File: src/rtl/line_render_pkg.sv
// Shared constants and types for the line renderer and its sprite window.
package line_render_pkg;

    localparam int H_ACTIVE   = 640;
    localparam int V_ACTIVE   = 480;
    localparam int SPR_W      = 32;
    localparam int SPR_H      = 32;
    localparam int SPR_W_BITS = $clog2(SPR_W);
    localparam int SPR_H_BITS = $clog2(SPR_H);

    // ROM value meaning "show the background here"
    localparam logic [3:0] TRANSPARENT = 4'h0;

    typedef enum logic [1:0] {
        IDLE  = 2'd0,
        FILL  = 2'd1,
        DRAIN = 2'd2
    } render_state_t;

endpackage

File: src/rtl/sprite_window.sv
// Combinational sprite hit test and sprite ROM address generation.
// Bounds are compared at 11 bits so a sprite placed near column/row 1023
// is clipped at the screen edge instead of wrapping around to 0.
module sprite_window
    import line_render_pkg::*;
(
    input  logic       spr_en,
    input  logic [9:0] x,
    input  logic [9:0] y,
    input  logic [9:0] spr_x,
    input  logic [9:0] spr_y,
    output logic       hit,
    output logic [9:0] rom_addr
);

    logic [10:0]           x_lo;
    logic [10:0]           x_hi;
    logic [10:0]           y_lo;
    logic [10:0]           y_hi;
    logic                  in_x;
    logic                  in_y;
    logic [SPR_H_BITS-1:0] row_off;
    logic [SPR_W_BITS-1:0] col_off;

    // Window test and in-sprite offsets; the address is forced to 0 on a miss
    always_comb begin
        x_lo     = {1'b0, spr_x};
        x_hi     = {1'b0, spr_x} + 11'(SPR_W);
        y_lo     = {1'b0, spr_y};
        y_hi     = {1'b0, spr_y} + 11'(SPR_H);
        in_x     = ({1'b0, x} >= x_lo) && ({1'b0, x} < x_hi);
        in_y     = ({1'b0, y} >= y_lo) && ({1'b0, y} < y_hi);
        // Offsets are only meaningful inside the window, where they fit the low bits
        row_off  = y[SPR_H_BITS-1:0] - spr_y[SPR_H_BITS-1:0];
        col_off  = x[SPR_W_BITS-1:0] - spr_x[SPR_W_BITS-1:0];
        hit      = spr_en && in_x && in_y;
        rom_addr = hit ? {row_off, col_off} : 10'd0;
    end

endmodule

File: src/rtl/line_renderer.sv
// Line renderer: on each accepted line_start, swaps the ping-pong buffer and
// streams one row of background plus a single overlaid sprite into the
// row buffer write port, one pixel per clock.
module line_renderer
    import line_render_pkg::*;
(
    input  logic       Clk,
    input  logic       Reset,
    input  logic       line_start,
    input  logic [9:0] next_Y,
    input  logic [3:0] bg_color,
    input  logic       sprite_en,
    input  logic [9:0] sprite_X,
    input  logic [9:0] sprite_Y,
    output logic [9:0] rom_addr,
    input  logic [3:0] rom_data,
    output logic       write_en,
    output logic [9:0] write_X,
    output logic [9:0] write_Y,
    output logic [3:0] write_data,
    output logic       select,
    output logic       busy,
    output logic       overrun
);

    render_state_t state_q;
    render_state_t state_d;

    logic [9:0] x_q;
    logic       drain_q;
    logic       fill;
    logic       accept;
    logic       ovr_d;
    logic       win_en;
    logic       hit;

    logic [3:0] bg_q;
    logic       spr_en_q;
    logic [9:0] spr_x_q;
    logic [9:0] spr_y_q;

    logic       vld_p0;
    logic [9:0] x_p0;
    logic       hit_p0;

    // Sprite pixel wins unless it is transparent or outside the window
    function automatic logic [3:0] pick_pixel(input logic       hit_in,
                                              input logic [3:0] rom_in,
                                              input logic [3:0] bg_in);
        return (hit_in && (rom_in != TRANSPARENT)) ? rom_in : bg_in;
    endfunction

    // State register
    always_ff @(posedge Clk) begin
        if (Reset) state_q <= IDLE;
        else       state_q <= state_d;
    end

    // Next-state logic; rows beyond the visible area are accepted but not filled
    always_comb begin
        state_d = state_q;
        case (state_q)
            IDLE:    if (line_start && (next_Y < 10'(V_ACTIVE))) state_d = FILL;
            FILL:    if (x_q == 10'(H_ACTIVE - 1))              state_d = DRAIN;
            DRAIN:   if (drain_q)                                state_d = IDLE;
            default: state_d = IDLE;
        endcase
    end

    // FSM-derived strobes
    always_comb begin
        fill   = (state_q == FILL);
        accept = (state_q == IDLE) && line_start;
        ovr_d  = (state_q != IDLE) && line_start;
        win_en = spr_en_q && fill;
    end

    // Control registers: column counter, drain timer, buffer select, status
    always_ff @(posedge Clk) begin
        if (Reset) begin
            x_q     <= 10'd0;
            drain_q <= 1'b0;
            select  <= 1'b0;
            busy    <= 1'b0;
            overrun <= 1'b0;
            write_Y <= 10'd0;
        end else begin
            overrun <= ovr_d;
            busy    <= (state_d != IDLE);
            drain_q <= (state_q == DRAIN) ? ~drain_q : 1'b0;
            if (accept) begin
                select  <= ~select;
                write_Y <= next_Y;
                x_q     <= 10'd0;
            end else if (fill) begin
                x_q <= x_q + 10'd1;
            end
        end
    end

    // Per-line parameters captured with the accepted line_start
    always_ff @(posedge Clk) begin
        if (accept) begin
            bg_q     <= bg_color;
            spr_en_q <= sprite_en;
            spr_x_q  <= sprite_X;
            spr_y_q  <= sprite_Y;
        end
    end

    sprite_window u_sprite_window (
        .spr_en   (win_en),
        .x        (x_q),
        .y        (write_Y),
        .spr_x    (spr_x_q),
        .spr_y    (spr_y_q),
        .hit      (hit),
        .rom_addr (rom_addr)
    );

    // Stage p0: hold column and hit while the ROM read is in flight
    always_ff @(posedge Clk) begin
        if (Reset) vld_p0 <= 1'b0;
        else       vld_p0 <= fill;
    end

    // Stage p0 data path
    always_ff @(posedge Clk) begin
        x_p0   <= x_q;
        hit_p0 <= hit;
    end

    // Output stage: merge ROM data with background and drive the write port
    always_ff @(posedge Clk) begin
        if (Reset) begin
            write_en   <= 1'b0;
            write_X    <= 10'd0;
            write_data <= 4'd0;
        end else begin
            write_en   <= vld_p0;
            write_X    <= x_p0;
            write_data <= pick_pixel(hit_p0, rom_data, bg_q);
        end
    end

endmodule

File: config.mk
export PLATFORM = sky130hd
export DESIGN_NAME = line_renderer
export DESIGN_NICKNAME = d
export VERILOG_FILES = /design/src/rtl/line_render_pkg.sv /design/src/rtl/sprite_window.sv /design/src/rtl/line_renderer.sv
export SDC_FILE = /design/constraint.sdc
export NUM_CORES = 1
export LEC_CHECK = 0
export ABC_AREA = 1
export BUFFER_PORTS_ARGS = -buffer_cell sky130_fd_sc_hd__buf_4
export CORE_MARGIN = 4
export CORE_UTILIZATION = 35
export CTS_CLUSTER_DIAMETER = 80
export DETAILED_ROUTE_END_ITERATION = 10
export SLEW_MARGIN = 15
export SYNTH_ARGS = -nofsm -noshare
export SYNTH_HDL_FRONTEND = slang
export SYNTH_SLANG_ARGS = --single-unit
File: constraint.sdc
create_clock -name Clk -period 4.9 [get_ports Clk]
set_input_delay 0.49 -clock Clk [delete_from_list [all_inputs] [get_ports Clk]]
set_output_delay 0.49 -clock Clk [all_outputs]
set_load 0.03 [all_outputs]
==> results of run 1 <==
report_power, final:
part | switching [W] | total (W) | internal, W
clock network | 0.000240 | 0.000545 | 0.000304
logic | 0.000117 | 0.000201 | 0.0000849
registers | 0.0000183 | 0.000714 | 0.000696
total | 0.000375 | 0.00146 | 0.00109
sequential cells by signal, summed over array words and instances, names as in the netlist, 2 cells and up:
register and cells:
spr_y_q 10, bg_q 4, x_p0 10, write_X 10, write_data 4, state_q 2
spr_x_q 10, write_Y 10, x_q 10
layout make-up:
| type | count | area share |
|---|---|---|
| multi-input combinational | 263 | 0.335 |
| sequential | 78 | 0.389 |
| timing repair buffer | 80 | 0.129 |
| clock buffer | 10 | 0.0296 |
| inverter | 75 | 0.0605 |
| clock inverter | 6 | 0.0199 |
| tap | 136 | 0.0366 |
cell usage in the layout, fill, tap and decap left out:
cell type	count
nand3b_1	1
nor3_1	7
or2_0	1
inv_6	1
xor2_1	7
nand4_1	2
and3_1	1
dfxtp_1	53
o21a_1	2
nor4_1	1
o21bai_1	2
nand2_2	2
nand3b_2	2
a21oi_1	26
nand2_1	70
nor2_2	12
ha_1	33
buf_4	80
xnor2_1	6
inv_1	69
or2_1	1
o21ai_0	17
fa_1	2
inv_4	1
nand3_2	2
bufinv_16	2
nor2_1	50
clkinv_4	2
edfxtp_1	25
a21o_1	2
a31oi_1	2
nand3_1	12
clkbuf_8	10
inv_2	6
metal layers:
metal	GRT usage	wire, um
met1	0.147	3350
met2	0.226	3800
met3	0.0532	529
met4	0.0394	107
met5	0	0
critical path: cells and delay by family, from the launching register on:
family                     cells  cell delay, ps
buffers and inverters          3             270
AOI/OAI and AO/OA              1             160
DFF                            1             460
adders and majority gates      2             600
and+or+nand+nor                6             750
kinds of logic (layout without fill, tap and decap cells):
logic type	Yosys count	after routing
and+or+nand+nor	164	164
AOI/OAI and AO/OA	51	51
adders and majority gates	35	35
DFF	78	78
buffers and inverters	81	171
xor gates and xnor gates	13	13
worst paths after layout:
check                           to  slack [ps]
max                    rom_addr[4]        1800
min           spr_y_q[5]$_DFFE_PP_         300
max reg2reg        busy$_SDFF_PP0_        2860
min reg2reg  write_X[5]$_SDFF_PP0_         400
through the flow:
step / cells / util
finish: 648 / 0.453
global route: 648 / 0.453
CTS: 648 / 0.453
detailed placement: 632 / 0.430
global placement: 632 / 0.430
floorplan: 422 / -
==> results.yml, run 1 <==
outcome:
  status: "completed"
yosys:
  ys_seq_area_frac: 0.492
  yosysTopAreaCell: "dfxtp_1"
  muxShareOfSynthArea: 0
  synth_ff_type: "dfxtp_1"
  avgSynthCellArea_um2: 8.73
  synth_compound_area_frac: 0.0741
  async_flop_share: 0
  synth_edf_count: 25
  synthXorXnorAreaFrac: 0.0309
  synthAdderAreaFrac: 0.123
  yosysWarnings: 0
  netlist_top_cells_count: "nand2_1, inv_1, dfxtp_1"
  synth_most_common_cell: "nand2_1"
  ys_ff_latch: 78
  synthSimpleGateAreaFrac: 0.195
  synth_cells: 422
  synth_top_family_by_area: "simple AND/OR/NAND/NOR gates"
  synthTopCellsByArea: "dfxtp_1, edfxtp_1, ha_1"
  synthesis.nets: 499
  ys_types: 31
  synthesis.area_mm2: 0.00368
  netlist.area_leader.share: 0.288
clock_tree:
  cts.path.max_buffers: 2
  hold_buffers: 0
  cts_root_buf: "clkbuf_8"
  cts_tree: "done"
  clkSinkCount: 78
  clkTransAtPathRegs_ps: 90
  cts_made_buffers: 9
  insertion_delay_ps: 360
  h-tree-depth: 3
  cts_resized: 0
  cts_setup_buffers: 0
floorplanning:
  std_cell_rows: 37
  dieWidth_um: 111
  core_area_mm2: 0.0103
  start_util: 0.358
  die-area_mm2: 0.0122
  ios: 80
  dieHeight_um: 111
detailed_routing:
  firstDrtPassIters: 4
  num_vias: 2860
  avgRoutedWirePerCell_um: 12.0
  drc: 0
  drt-vias-per-instance: 4.41
  drt_iter0_drc: 72
  drt_wl_total_mm: 7.78
  antenna_left: 0
sta:
  worst_pin_slew_ps: 457
  skew_ps: 10.9
  slew_viol_final: 0
  tns_ps: 0
  fmax_mhz: 323
  fin_crit_sh: 0.632
  holdWs_ps: 302
  finalSetupViolations: 0
  timing.slew.headroom: 0.695
  worst_slack_ps: 1800
  rsz0062_at_grt: "no"
  hold_violations: 0
  fin_crit_ps: 3100
global_routing:
  antenna_found_initial: 0
  grt_pass1_vias: 2858
  track_usage: 0.131
  grt_pass1_wl_mm: 12.9
  grt_max_degree: 37
  grt-ovfl-total: 0
worst_setup_path:
  r2r-start: "state_q[0]$_SDFF_PP0_"
  cpMostUsedCell: "nand2_1"
  crit_slowest_cell: "edfxtp_1"
  r2r_cells: 7
  setup.worst_path.end_class: "output pin"
  worstSetupPathType: "flip-flop to output pin"
  cp-startpoint: "spr_y_q[5]$_DFFE_PP_"
  crit_path_max_incr_delay_ps: 460
  required_ps: 4410
  critPathArrivalTime_ps: 2610
  cp_max_fo: 11
  path_cells: "ha_1 > inv_1 > ha_1 > a21o_1 > nor2_1 > nand2_1 > nand2_1 > nand2_1 > inv_2 > nand3_2 > nor2_2 > buf_4"
  start_kind: "flip-flop"
power_and_ir_drop:
  powerDensity_mw_per_mm2: 314
  fin_total_pwr_w: 0.00146
  p_leak_nw: 2.21
  ir_worst_vdd_v: 0.000138
placed_design:
  preCtsSetupSlack_ps: 2170
  io_buffers: 79
  postPlaceCellArea_mm2: 0.00442
  gp_congestion: 0.786
  hpwl_mm: 6.09
final_layout:
  multi_input_area_mm2: 0.00156
  fin_area_mm2: 0.00465
  fill_cells: 1047
  drive_gt1_frac: 0.234
  n_antenna_cell: 0
  final_nets: 584
  seq_area_mm2: 0.00181
  syn_to_final_growth_pct: 26.4
run:
  maxCapViolCount: 0
worst_hold_path:
  hold_path_depth: 1
  hp-class: "primary input to flip-flop"
  worstHoldStart: "sprite_Y[5]"
No activity file was read; power rests on OpenSTA's default activity.
==> run 2, diff against run 1 <==
ABC_AREA = 0   (was 1)
clock period = 2.92 ns   (was 4.9 ns; I/O delays follow)
==> run 2 against run 1 <==
Against the previous run:
- the run now ends with setup timing left
- first-iteration DRC count grew 56%
- synthesized cell count fell by 20%
- largest cell class unchanged
- die area down 4.0%
- via count fell by 9.6%
- combinational power is 55% higher
- area after synthesis shrank 4.3%
==> results.yml, run 2 <==
outcome:
  status: "complete, but fails checks"
  violations: "setup timing"
sta:
  fmax_mhz: 331
  worst_slack_ps: -105
  fin_crit_sh: 1.04
  finalSetupViolations: 8
  rsz0062_at_grt: "yes"
  holdWs_ps: 115
  fin_crit_ps: 3020
  tns_ps: -638
  skew_ps: 10.0
  hold_violations: 0
  timing.slew.headroom: 0.579
  slew_viol_final: 0
  worst_pin_slew_ps: 623
global_routing:
  antenna_found_initial: 0
  grt_pass1_vias: 2588
  grt-ovfl-total: 0
  grt_max_degree: 37
  track_usage: 0.130
  grt_pass1_wl_mm: 11.9
clock_tree:
  cts.path.max_buffers: 2
  h-tree-depth: 3
  cts_tree: "done"
  clkTransAtPathRegs_ps: 90
  insertion_delay_ps: 350
  cts_root_buf: "clkbuf_8"
  cts_made_buffers: 9
  clkSinkCount: 78
detailed_routing:
  num_vias: 2585
  drt_iter0_drc: 112
  drc: 0
  drt_wl_total_mm: 7.49
  avgRoutedWirePerCell_um: 13.2
  drt-vias-per-instance: 4.56
  firstDrtPassIters: 5
  antenna_left: 0
worst_setup_path:
  crit_slowest_cell: "edfxtp_1"
  worstSetupPathType: "flip-flop to output pin"
  setup.worst_path.end_class: "output pin"
  cpMostUsedCell: "buf_6"
  crit_path_max_incr_delay_ps: 410
  critPathArrivalTime_ps: 2730
  path_cells: "ha_2 > nand3_2 > xnor2_1 > ha_1 > a21oi_2 > o2111ai_2 > a211oi_2 > nor3b_4 > buf_6 > and3b_1 > buf_6"
  required_ps: 2630
  start_kind: "flip-flop"
  cp_max_fo: 4
yosys:
  netlist.area_leader.share: 0.301
  synth_edf_count: 25
  synth_cells: 337
  avgSynthCellArea_um2: 10.5
  ys_seq_area_frac: 0.514
  ys_types: 47
  yosysTopAreaCell: "dfxtp_1"
  netlist_top_cells_count: "dfxtp_1, nand2_1, ha_1"
  synth_most_common_cell: "dfxtp_1"
  async_flop_share: 0
  synth_ff_type: "dfxtp_1"
  ys_ff_latch: 78
  yosysWarnings: 0
  synthTopCellsByArea: "dfxtp_1, edfxtp_1, ha_1"
  synthesis.area_mm2: 0.00352
  synthesis.nets: 414
floorplanning:
  start_util: 0.360
  core_area_mm2: 0.00977
  dieWidth_um: 108
  ios: 80
  std_cell_rows: 36
  dieHeight_um: 108
  die-area_mm2: 0.0117
placed_design:
  gp_congestion: 0.814
  hpwl_mm: 5.57
  io_buffers: 79
  preCtsSetupSlack_ps: 179
final_layout:
  n_antenna_cell: 0
  syn_to_final_growth_pct: 32.2
  mostFrequentLayoutCell: "buf_4"
  drive_gt1_frac: 0.302
  layout_common_cells: "buf_4, dfxtp_1, nand2_1"
  final_nets: 506
run:
  maxCapViolCount: 0
worst_hold_path:
  hp-class: "primary input to flip-flop"
power_and_ir_drop:
  fin_total_pwr_w: 0.00239
  ir_worst_vdd_v: 0.000229
  p_leak_nw: 2.06
  powerDensity_mw_per_mm2: 513
run 2: cell count changes in the layout (fill, tap and decap cells not counted), moves of 12 or more:
cell and delta:
o21ai_0 -12, nor2_1 -30, nor2b_1 +15, nand2_1 -36, nor2_2 -12, inv_1 -46
run 2: metal layers:
layer,vias up,GRT usage,part of all wire
li1,1352,-,-
met1,1179,0.155,0.43
met2,47,0.230,0.51
met3,7,0.0328,0.046
met4,0,0.0433,0.014
met5,-,0,0
run 2: path summary, 6_finish.rpt:
check                                           from              endpoint  slack (ps)  cells past startpoint
worst max-delay path            spr_y_q[6]$_DFFE_PP_           rom_addr[3]        -100                     11
worst min-delay path                     sprite_X[8]  spr_x_q[8]$_DFFE_PP_         110                      1
worst min register to register    drain_q$_SDFF_PP0_    drain_q$_SDFF_PP0_         410                      1
worst max register to register  spr_y_q[6]$_DFFE_PP_        hit_p0$_DFF_P_         760                      9
run 2: critical path: cells and delay by family (launching register included):
family | cells | cell delay [ps]
DFF | 1 | 410
xor gates and xnor gates | 1 | 130
and+or+nand+nor | 3 | 500
AOI/OAI and AO/OA | 3 | 520
adders and majority gates | 2 | 550
buffers and inverters | 2 | 270
run 2: what timing repair did:
| action | CTS | global route |
|---|---|---|
| pin swaps | 4 | 4 |
| buffers inserted | 5 | 0 |
| resized for setup | 17 | 11 |
| setup endpoints to repair | 10 | 10 |
| hold buffers | 0 | 0 |
run 2: per-stage QoR:
step / utilization / instance area (um2) / std cells
CTS: 0.472 / 4620 / 567
global route: 0.476 / 4660 / 567
detailed placement: 0.438 / 4290 / 546
finish: 0.476 / 4660 / 567
floorplan: - / 3520 / 337
global placement: 0.438 / 4290 / 546
run 2: area by class of cell:
cell class,count,area (um2)
Fill cell,928,5120
Sequential cell,78,1810
Multi-Input combinational cell,225,1660
Timing Repair Buffer,88,694
Tap cell,133,166
Clock buffer,10,149
Inverter,27,101
Clock inverter,6,73.8
run 2: kinds of logic (layout without fill, tap and decap cells):
| group | count (synthesis) | count (layout) | synth area share |
|---|---|---|---|
| simple gates | 107 | 107 | 0.158 |
| flops | 78 | 78 | 0.514 |
| compound gates | 62 | 62 | 0.110 |
| fa+ha+maj | 35 | 35 | 0.129 |
| buf+inv | 34 | 131 | 0.0366 |
| xor+xnor | 20 | 20 | 0.0497 |
| mux | 1 | 1 | 0.00284 |
run 2: where the power goes:
part | switching [W] | total [W] | internal, W
combinational | 0.000173 | 0.000312 | 0.000139
clock | 0.000427 | 0.000888 | 0.000461
sequential | 0.0000252 | 0.00119 | 0.00116
==> run 3, diff against run 2 <==
CELL_PAD_IN_SITES_DETAIL_PLACEMENT = 1   (was default)
CELL_PAD_IN_SITES_GLOBAL_PLACEMENT = 1   (was default)
PLACE_DENSITY_LB_ADDON = 0.1   (was default)
SKIP_LAST_GASP = 1   (was default)
clock period = 3.9 ns   (was 2.92 ns; I/O delays follow)
==> run 3 against run 2 <==
Against the previous run:
- the run now ends clean
- worst setup slack better by 660 ps
- critical path depth fell by 1
- flip-flop and latch count unchanged
- sequential share of layout area increased by 1.8 points
- sequential power decreased by 25%
- critical endpoint unchanged
- largest cell class unchanged
- highest routed layer unchanged
==> results.yml, run 3 (synthesis gave the netlist of run 2 again) <==
outcome:
  status: "completed"
worst_setup_path:
  worstSetupPathType: "flip-flop to output pin"
  required_ps: 3510
  cp_max_fo: 9
  setup.worst_path.end_class: "output pin"
  start_kind: "flip-flop"
  critPathArrivalTime_ps: 2950
power_and_ir_drop:
  powerDensity_mw_per_mm2: 382
  power_switching_w: 0.000455
  fin_total_pwr_w: 0.00170
  power.internal_w: 0.00124
  ir_worst_vdd_v: 0.000201
  p_leak_nw: 1.99
  p_seq_frac: 0.525
  pwr-share-comb: 0.131
  power_frac_clock: 0.345
  swShare: 0.268
placed_design:
  hpwl_mm: 6.30
  io_buffers: 79
  preCtsSetupSlack_ps: 912
  place_inst: 543
  gp_congestion: 0.782
  postPlaceCellArea_mm2: 0.00426
final_layout:
  n_antenna_cell: 0
  syn_to_final_growth_pct: 26.3
  mostFrequentLayoutCell: "buf_4"
  final_nets: 498
  drive_gt1_frac: 0.246
  layout_common_cells: "buf_4, dfxtp_1, nand2_1"
  fin_area_mm2: 0.00445
  stdcell_count: 559
  fill_cells: 1138
clock_tree:
  cts_made_buffers: 9
  cts.path.max_buffers: 2
  insertion_delay_ps: 350
  cts_setup_buffers: 0
  hold_buffers: 0
  h-tree-depth: 3
  cts_root_buf: "clkbuf_8"
  cts_tree: "done"
  clkSinkCount: 78
  cts_resized: 0
  clkTransAtPathRegs_ps: 90
global_routing:
  grt_pass1_vias: 2760
  antenna_found_initial: 0
  grt_pass1_wl_mm: 13.4
  grt_max_degree: 32
  track_usage: 0.148
  grt-ovfl-total: 0
sta:
  tns_ps: 0
  rsz0062_at_grt: "no"
  timing.slew.headroom: 0.562
  fin_crit_ps: 3340
  skew_ps: 11.1
  slew_viol_final: 0
  worst_slack_ps: 560
  worst_pin_slew_ps: 656
  fmax_mhz: 299
  fin_crit_sh: 0.856
  hold_violations: 0
  finalSetupViolations: 0
detailed_routing:
  drt-vias-per-instance: 4.75
  drt_iter0_drc: 34
  antenna_left: 0
  firstDrtPassIters: 4
  avgRoutedWirePerCell_um: 14.7
  num_vias: 2654
  drc: 0
  drt_wl_total_mm: 8.22
run:
  maxCapViolCount: 0
floorplanning:
  start_util: 0.360
  std_cell_rows: 36
  core_area_mm2: 0.00977
  die-area_mm2: 0.0117
  ios: 80
  dieHeight_um: 108
  dieWidth_um: 108
worst_hold_path:
  hp-class: "primary input to flip-flop"
==> run 3: cell count changes in the layout (fill, tap and decap cells not counted), sizes merged <==
cell / previous run / this run
clkinv: 3 / 2
inv: 29 / 30
bufinv: 1 / 0
buf: 88 / 80
clkbuf: 10 / 11
==> run 3: stage by stage <==
stage               utilization  hold WS, ps
floorplan                     -          379
global placement          0.436          391
detailed placement        0.436          413
CTS                       0.455          197
global route              0.455          182
finish                    0.455          211
==> run 3: area by class of cell <==
cell class,count,area [um2],share of cell area
multi-input cells,225,1580,0.356
flip-flops and latches,78,1810,0.407
inverters,27,101,0.0228
clock inverters,5,36.3,0.00815
clock buffers,11,153,0.0343
repair buffers,80,601,0.135
well taps,133,166,0.0374
==> run 3: path summary, 6_finish.rpt <==
kind	cells past startpoint	slack (ps)	end	from
worst min register to register	1	430	drain_q$_SDFF_PP0_	drain_q$_SDFF_PP0_
worst max-delay path	10	560	rom_addr[3]	spr_x_q[5]$_DFFE_PP_
worst min-delay path	1	210	spr_x_q[2]$_DFFE_PP_	sprite_X[2]
worst max register to register	8	1520	hit_p0$_DFF_P_	spr_x_q[5]$_DFFE_PP_
==> run 3: critical path, stage by stage, from the launching register on <==
cell,delay [ps]
edfxtp_1,450
ha_1,310
inv_1,40
ha_1,300
a211oi_1,240
o21ai_1,100
o2111ai_1,200
a21oi_1,140
nor3b_4,440
and3b_1,230
buf_4,150
==> run 3: power groups by stage <==
| stage | combinational, W | sequential, W | clock (W) |
|---|---|---|---|
| 3_5_place_dp | 0.000224 | 0.000911 | 0 |
| 2_1_floorplan | 0.000114 | 0.000929 | 0 |
| 5_1_grt | 0.000249 | 0.000895 | 0.000646 |
| 3_3_place_gp | 0.000219 | 0.000909 | 0 |
| 4_1_cts | 0.000226 | 0.000892 | 0.000607 |
| 6_report | 0.000222 | 0.000892 | 0.000586 |
==> run 3: per-layer routing <==
layer,global-route usage,part of all wire
met5,0,0
met1,0.188,0.46
met4,0.0433,0.0088
met3,0.0382,0.037
met2,0.249,0.49
